### src/rtl/mem_access_ctrl_pkg.sv
// rtl/mem_access_ctrl_pkg.sv - shared encodings for the memory access controller
package mem_access_ctrl_pkg;

  typedef enum logic [2:0] {
    OP_WORD  = 3'b000,
    OP_UBYTE = 3'b001,
    OP_SBYTE = 3'b010,
    OP_UHALF = 3'b011,
    OP_SHALF = 3'b100
  } op_e;

  typedef enum logic [1:0] {
    ST_IDLE  = 2'd0,
    ST_ISSUE = 2'd1,
    ST_WAIT  = 2'd2,
    ST_RESP  = 2'd3
  } state_e;

  localparam logic REQ_CPU = 1'b0;
  localparam logic REQ_SEC = 1'b1;

  typedef struct packed {
    logic        we;
    logic [2:0]  op;
    logic [31:0] addr;
    logic [31:0] wdata;
  } req_t;

  // Undefined ops and accesses not aligned to their own size are rejected.
  function automatic logic access_err(input logic [2:0] op, input logic [1:0] addr_lo);
    logic err;
    case (op)
      OP_WORD:            err = (addr_lo != 2'b00);
      OP_UBYTE, OP_SBYTE: err = 1'b0;
      OP_UHALF, OP_SHALF: err = addr_lo[0];
      default:            err = 1'b1;
    endcase
    return err;
  endfunction

endpackage

### src/rtl/mem_access_ctrl_lane_fmt.sv
// rtl/mem_access_ctrl_lane_fmt.sv - store byte-enable/data formatting and load lane extraction
module mem_lane_fmt
  import mem_access_ctrl_pkg::*;
(
  input  logic [2:0]  op,
  input  logic [1:0]  addr_lo,
  input  logic [31:0] wdata,
  input  logic [31:0] rdata,
  output logic [3:0]  be,
  output logic [31:0] wdata_fmt,
  output logic [31:0] rdata_ext
);

  logic [7:0]  byte_lane;
  logic [15:0] half_lane;

  always_comb begin
    byte_lane = rdata[{addr_lo, 3'b000} +: 8];
    half_lane = addr_lo[1] ? rdata[31:16] : rdata[15:0];
    be        = 4'b1111;
    wdata_fmt = wdata;
    rdata_ext = rdata;
    case (op)
      OP_UBYTE, OP_SBYTE: begin
        be        = 4'b0001 << addr_lo;
        wdata_fmt = {4{wdata[7:0]}};
        rdata_ext = {{24{(op == OP_SBYTE) & byte_lane[7]}}, byte_lane};
      end
      OP_UHALF, OP_SHALF: begin
        be        = 4'b0011 << addr_lo;
        wdata_fmt = {2{wdata[15:0]}};
        rdata_ext = {{16{(op == OP_SHALF) & half_lane[15]}}, half_lane};
      end
      default: ;
    endcase
  end

endmodule

### src/rtl/mem_access_ctrl.sv
// rtl/mem_access_ctrl.sv - two-requester arbitrated single-outstanding memory access controller
module mem_access_ctrl
  import mem_access_ctrl_pkg::*;
#(
  parameter int MEM_LAT = 1
) (
  input  logic        clk,
  input  logic        reset,
  input  logic [1:0]  req_valid,
  output logic [1:0]  req_ready,
  input  logic [1:0]  req_we,
  input  logic [5:0]  req_op,
  input  logic [63:0] req_addr,
  input  logic [63:0] req_wdata,
  output logic [1:0]  resp_valid,
  output logic [31:0] resp_rdata,
  output logic        resp_err,
  output logic        mem_en,
  output logic [3:0]  mem_be,
  output logic [31:0] mem_addr,
  output logic [31:0] mem_wdata,
  input  logic [31:0] mem_rdata
);

  localparam logic [2:0] LAT_M1 = 3'(MEM_LAT - 1);

  state_e      state_q, state_d;
  logic        ptr_q;
  logic        owner_q;
  logic        err_q;
  logic [2:0]  cnt_q;
  logic [31:0] data_q;
  req_t        req_q;

  logic        gnt_any;
  logic        gnt_id;
  req_t        sel;
  logic        sel_err;

  logic [3:0]  fmt_be;
  logic [31:0] fmt_wdata;
  logic [31:0] fmt_rdata;

  // Pointer only matters when both requesters contend.
  always_comb begin
    gnt_any   = |req_valid;
    gnt_id    = (&req_valid) ? ptr_q : (req_valid[1] & ~req_valid[0]);
    req_ready = 2'b00;
    if (state_q == ST_IDLE && gnt_any) begin
      req_ready = gnt_id ? 2'b10 : 2'b01;
    end
    sel.we    = req_we[gnt_id];
    sel.op    = gnt_id ? req_op[5:3] : req_op[2:0];
    sel.addr  = gnt_id ? req_addr[63:32] : req_addr[31:0];
    sel.wdata = gnt_id ? req_wdata[63:32] : req_wdata[31:0];
    sel_err   = access_err(sel.op, sel.addr[1:0]);
  end

  always_comb begin
    state_d = state_q;
    case (state_q)
      ST_IDLE: begin
        if (gnt_any) begin
          state_d = sel_err ? ST_RESP : ST_ISSUE;
        end
      end
      ST_ISSUE: state_d = req_q.we ? ST_RESP : ST_WAIT;
      ST_WAIT: begin
        if (cnt_q == 3'd0) begin
          state_d = ST_RESP;
        end
      end
      ST_RESP: state_d = ST_IDLE;
      default: state_d = ST_IDLE;
    endcase
  end

  always_ff @(posedge clk or negedge reset) begin
    if (!reset) begin
      state_q <= ST_IDLE;
      ptr_q   <= REQ_CPU;
      owner_q <= REQ_CPU;
      err_q   <= 1'b0;
      cnt_q   <= 3'd0;
      data_q  <= 32'd0;
      req_q   <= '0;
    end else begin
      state_q <= state_d;
      if (state_q == ST_IDLE && gnt_any) begin
        req_q   <= sel;
        owner_q <= gnt_id;
        ptr_q   <= ~gnt_id;
        err_q   <= sel_err;
        data_q  <= 32'd0;
      end
      if (state_q == ST_ISSUE && !req_q.we) begin
        cnt_q <= LAT_M1;
      end
      // The final WAIT edge is the one where the counter has run out.
      if (state_q == ST_WAIT) begin
        if (cnt_q == 3'd0) begin
          data_q <= mem_rdata;
        end else begin
          cnt_q <= cnt_q - 3'd1;
        end
      end
    end
  end

  mem_lane_fmt u_lane_fmt (
    .op        (req_q.op),
    .addr_lo   (req_q.addr[1:0]),
    .wdata     (req_q.wdata),
    .rdata     (data_q),
    .be        (fmt_be),
    .wdata_fmt (fmt_wdata),
    .rdata_ext (fmt_rdata)
  );

  always_comb begin
    mem_en     = 1'b0;
    mem_be     = 4'b0000;
    mem_addr   = 32'd0;
    mem_wdata  = 32'd0;
    resp_valid = 2'b00;
    resp_err   = 1'b0;
    resp_rdata = 32'd0;
    if (state_q == ST_ISSUE) begin
      mem_en   = 1'b1;
      mem_addr = {req_q.addr[31:2], 2'b00};
      if (req_q.we) begin
        mem_be    = fmt_be;
        mem_wdata = fmt_wdata;
      end else begin
        mem_be = 4'b1111;
      end
    end
    if (state_q == ST_RESP) begin
      resp_valid = owner_q ? 2'b10 : 2'b01;
      resp_err   = err_q;
      if (!err_q && !req_q.we) begin
        resp_rdata = fmt_rdata;
      end
    end
  end

endmodule

### config.mk
export PLATFORM = sky130hd
export DESIGN_NAME = mem_access_ctrl
export DESIGN_NICKNAME = d
export VERILOG_FILES = /design/src/rtl/mem_access_ctrl_pkg.sv /design/src/rtl/mem_access_ctrl_lane_fmt.sv /design/src/rtl/mem_access_ctrl.sv
export SDC_FILE = /design/constraint.sdc
export NUM_CORES = 1
export LEC_CHECK = 0
export CAP_MARGIN = 20
export CORE_ASPECT_RATIO = 1.25
export CORE_MARGIN = 2
export CORE_UTILIZATION = 46
export CTS_CLUSTER_DIAMETER = 150
export DETAILED_ROUTE_END_ITERATION = 16
export PLACE_DENSITY_LB_ADDON = 0.2
export SLEW_MARGIN = 40
export SYNTH_ARGS = -nofsm -noshare
export SYNTH_HDL_FRONTEND = slang
export SYNTH_SLANG_ARGS = --single-unit
### constraint.sdc
create_clock -name clk -period 4.9 [get_ports clk]
set_clock_uncertainty 0.1 [all_clocks]
set_input_delay 1.47 -clock clk [delete_from_list [all_inputs] [get_ports clk]]
set_output_delay 1.47 -clock clk [all_outputs]
set_load 0.02 [all_outputs]
# [After elaboration in Yosys (flattened, before gate mapping)]
# Cells that the tools add are included.
[totals] input_bits=172 reg_bits=108 out_inout_bits=106 elab_cells=84
[op_classes] n_shift=3 bitwise=5 eq_ne=13 muxes=35 addsub=1 n_reduce_logical=16 n_lt_le_gt_ge=1
[ops] op="$mux 32" n=10
[ops] op="$pmux 32 s2" n=2
[ops] op="$shiftx 32x6->8" n=1
[ops] op="$mux 16" n=1
[ops] op="$mux 2" n=7
[ops] op="$eq 3x2->1 const B" n=4
[ops] op="$mux 3" n=4
[ops] op="$reduce_or 2->1" n=5
[ops] op="$mux 4" n=2
[ops] op="$pmux 2 s4" n=1
[ops] op="$pmux 4 s2" n=1
[ops] op="$eq 3x1->1 const B" n=2
[ops] op="$eq 3x3->1 const B" n=2
[ops] op="$logic_not 3->1" n=2
[ops] op="$mux 1" n=6
[ops] op="$eq 2x2->1 const B" n=2
[ops] op="$ne 2x2->1 const B" n=2
[ops] op="$reduce_and 2->1" n=2
[ops] op="$shl 1x2->4 const A" n=1
[ops] op="$shl 2x2->4 const A" n=1
[ops] op="$and 1x1->1" n=3
[ops] op="$logic_and 1x1->1" n=3
[ops] op="$pmux 1 s3" n=1
[ops] op="$sub 3x1->3 const B" n=1
[ops] op="6 further kinds" n=8

# [Longest topological paths before layout]
[logic_depth] ltp_word=10 ltp_mapped=8 depth_no_buf=7

# [Modules after synthesis]
# Synthesis repeated with hierarchy kept, for this count alone.
[unflattened] hier_cells=756 hier_area_um2=7024.2
[by_module_without_submodules] mod="mem_access_ctrl" n_inst=1 area_per_inst_um2=5386.4 cells_per_inst=563 seq_area_each_um2=2702.6
[by_module_without_submodules] mod="mem_lane_fmt" n_inst=1 area_per_inst_um2=1637.8 cells_per_inst=193 seq_area_each_um2=0.0

# [Least setup slack after synthesis]
# No wires, ideal clock.
[synth_path] path_kind="input -> output" start="in req_valid[1]" end="out req_ready[0]" arrival_ps=2421 n_path_buf=1 required_time_ps=3330 cell_stages=3 slack_ps=909 cell_sequence="a21boi_1 nor2_1 clkbuf_1"
[synth_via] elab_chain_cells=4 word_cells_on_any_way=7
[synth_rtl] element="start, declared" line_no="mem_access_ctrl.sv:9" rtl="input logic [1:0] req_valid,"
[synth_rtl] element="$and 1x1->1 or $reduce_and 2->1 (tied branches)" line_no="mem_access_ctrl.sv:47" rtl="gnt_id = (&req_valid) ? ptr_q : (req_valid[1] & ~req_valid[0]);"
[synth_rtl] element="$mux 1" line_no="mem_access_ctrl.sv:47"
[synth_rtl] element="$mux 2" line_no="mem_access_ctrl.sv:50" rtl="req_ready = gnt_id ? 2'b10 : 2'b01;"
[synth_rtl] element="$mux 2 (*)" line_no="mem_access_ctrl.sv:49" rtl="if (state_q == ST_IDLE && gnt_any) begin"
[synth_rtl] element="end, declared" line_no="mem_access_ctrl.sv:10" rtl="output logic [1:0] req_ready,"
# Mark *: on every way between the ends. The rest lies on a longest branch, timed or not.

# [Final worst setup path]
[layout_path] start="in req_valid[0]" end="out req_ready[0]"
[layout_via] elab_chain_cells=5 word_cells_on_any_way=8
[layout_rtl] element="$not 1->1" line_no="mem_access_ctrl.sv:47"
[layout_rtl] element="$and 1x1->1" line_no="mem_access_ctrl.sv:47"
[layout_rtl] element="$mux 1" line_no="mem_access_ctrl.sv:47"
[layout_rtl] element="$mux 2" line_no="mem_access_ctrl.sv:50"
[layout_rtl] element="$mux 2 (*)" line_no="mem_access_ctrl.sv:49"
# Marked as above.

==> out/metrics.cfg <==
[status]
outcome = completed

[worst_setup_path]
r2r_start = state_q[0]$_DFFE_PN0P_
critPathMaxStageDelay_ns = 0.63
worstSetupPathType = in2out
crit_path_start_kind = input pin
slowest_stage = clkdlybuf4s50_1
path_max_fanout = 5
arrival_ns = 3.04
path_common_cell = clkdlybuf4s50_1
reg2reg_to = req_q[10]$_DFFE_PN0P_
reg2regPathDepth = 7
cp_cell_sequence = clkdlybuf4s50_1, a21boi_1, nor2_4, clkdlybuf4s50_1
cp-end-kind = output port
crit_required_ns = 3.33
r2r_slack_ns = 2.81

[routing]
wl_per_cell_um = 18.4
vias = 6411
post-route-drc-count = 0
viasPerCell = 5.56
drtPass1Iterations = 5
drt_iter0_drc = 378
postRouteAntennaNets = 0
wirelength_mm = 21.2

[floorplan]
start_util = 0.467
fp.dieW_um = 107
die_y_um = 133
rows = 47
io_pins = 278
core-area_um2 = 13100
die_area_um2 = 14300

[clock_tree]
cts-root-buf = clkbuf_16
clkLatencyLatePin_ns = 0.34
postCtsHoldBufs = 0
clk_transition_reported_paths_ns = 0.07
htree_levels = 3
cts_tree = yes
numCtsBuffers = 9
clock_path_buffers = 2
cts_resized = 0
clock-sinks = 108
postCtsSetupBuffers = 0

[worst_hold_path]
hold_path_class = reg2reg
min_to = cnt_q[0]$_DFF_PN0_
hold_depth = 1
hold_path_startpoint = cnt_q[0]$_DFF_PN0_

[global_routing]
grt_pass1_vias = 6278
grt_pass1_wl_mm = 33.4
grt_max_degree = 71
overflow = 0
antenna_found_initial = 0
grt.total_usage = 0.301

[place]
place.gp.congestion = 0.884
hpwl_mm = 15.4
dp_worst_setup_slack_ns = 0.267
io_buffers = 275

[synth]
synth-edff-count = 0
syn_area_per_cell_um2 = 8.42
ys_seq_elements = 108
synth_area_um2 = 6130
syn_inst = 728
synth-async-reset-ratio = 1.00
ys.flop_type = dfrtp_1
synth_cell_type_count = 50
yosys_warnings = 0
synth.yosys.seq_area_share = 0.441

[sta]
min_period_ns = 4.61
hold_violations = 0
setup_viol = 0
finalCritPeriodShare = 0.940
slew_headroom = 0.468
worst_pin_slew_ns = 0.796
rsz0062_at_grt = false
max_clock_freq_mhz = 217
tns_ns = 0
maxSlewViolCount = 0
layout_setup_ws_ns = 0.292

[pwr]
leakage_uw = 0.00408
ir_drop_uv = 305
power.density_nw_per_um2 = 605

[finish]
nNetsFinal = 1156
diodes = 0
area_growth_pct = 52.4
fillerInstances = 1063
drive_above_1_share = 0.0560

[flow_run]
max_cap_viol_count = 0

## state kept, by name, summed over array words and instances (netlist names)
signal and cells:
cnt_q 3, err_q 1, data_q 32, ptr_q 1
req_q 68, owner_q 1, state_q 2
## synth_stat cells, types with 2 or more instances
library cell,count,share of area
a21oi_2,2,0.0029
ha_1,6,0.012
nor2b_1,6,0.0061
and2_1,33,0.034
o21ai_1,2,0.0016
xnor2_1,3,0.0043
nand3_1,4,0.0033
a21oi_1,32,0.026
a22oi_1,64,0.078
a22o_1,32,0.046
and3_1,8,0.0082
o21a_1,2,0.0024
o311ai_0,2,0.0029
mux2i_1,17,0.028
inv_1,13,0.0080
nor2_1,91,0.056
buf_1,4,0.0024
a2bb2oi_1,7,0.010
buf_2,10,0.0082
clkbuf_1,35,0.021
o21ai_0,14,0.011
dfrtp_1,108,0.44
a31oi_1,13,0.013
mux2_2,7,0.013
o221ai_1,8,0.011
nand2_1,176,0.11
buf_4,4,0.0049
nand2b_1,3,0.0031
## worst max-delay path, delay by kind of cell
kind                   cells  cell delay (ns)
AO/OA/AOI/OAI              1             0.16
buffers and inverters      2             1.23
AND/OR/NAND/NOR            1             0.17
## kinds of logic (layout without fill, tap and decap cells)
kind of cell,Yosys count,in the layout,synth area share
AOI/OAI and AO/OA,188,188,0.221
buffers and inverters,69,323,0.0482
xor gates and xnor gates,3,3,0.00429
DFF,108,108,0.441
muxes,26,26,0.0465
other,1,2,0.000612
and+or+nand+nor,326,326,0.225
adders and majority gates,7,7,0.0139
## worst max-delay path by stage
| stage | start | endpoint | slack (ns) |
|---|---|---|---|
| after floorplan | req_valid[1] | req_ready[0] | 0.91 |
| after global placement | req_valid[0] | req_ready[0] | 0.28 |
| after detailed placement | req_valid[0] | req_ready[0] | 0.27 |
| after CTS | req_valid[0] | req_ready[0] | 0.26 |
| after global routing | req_q[65]$_DFFE_PN0P_ | resp_rdata[7] | 0.13 |
| final | req_valid[0] | req_ready[0] | 0.29 |
## routing by layer
layer | up-vias | track usage | share of wire
li1 | 3021 | - | -
met1 | 3086 | 0.366 | 0.38
met2 | 275 | 0.515 | 0.51
met3 | 29 | 0.0872 | 0.084
met4 | 0 | 0.0859 | 0.023
met5 | - | 0 | 0
## cells in the final DEF (no fill, tap or decap), drive strengths merged, types with 3 or more instances in the layout
cell,count
a21oi,34
a22o,32
a22oi,64
a2bb2oi,7
a31oi,13
and2,33
and3,8
buf,19
clkbuf,12
clkdlybuf4s50,274
dfrtp,108
ha,6
inv,16
mux2,7
mux2i,19
nand2,176
nand2b,3
nand3,4
nor2,91
nor2b,6
o21ai,16
o221ai,8
xnor2,3
## where the power goes
group	leakage [uW]	switching (uW)	internal, uW
Combinational	0.00258	1750	1430
Sequential	0.00135	402	1300
Clock	0.000150	343	429
## per-stage QoR
step           utilization  hold slack (ns)  instances  cell area [um2]  total power [uW]
2_1_floorplan            -            0.361        729             6130              3660
3_3_place_gp         0.688            0.378       1138             9030              4810
3_5_place_dp         0.689            0.383       1138             9030              4880
4_1_cts              0.712            0.397       1154             9340              5670
5_1_grt              0.712            0.430       1154             9340              6070
6_report             0.712            0.396       1154             9340              5650
## layout make-up
cell class | instances | area (um2) | area share
clock inverters | 4 | 55.1 | 0.00589
repair buffers | 293 | 2890 | 0.309
flip-flops and latches | 108 | 2700 | 0.289
inverters | 14 | 52.6 | 0.00562
well taps | 171 | 214 | 0.0229
multi-input cells | 552 | 3170 | 0.340
clock buffers | 12 | 256 | 0.0275
No activity file was read; power rests on OpenSTA's default activity.
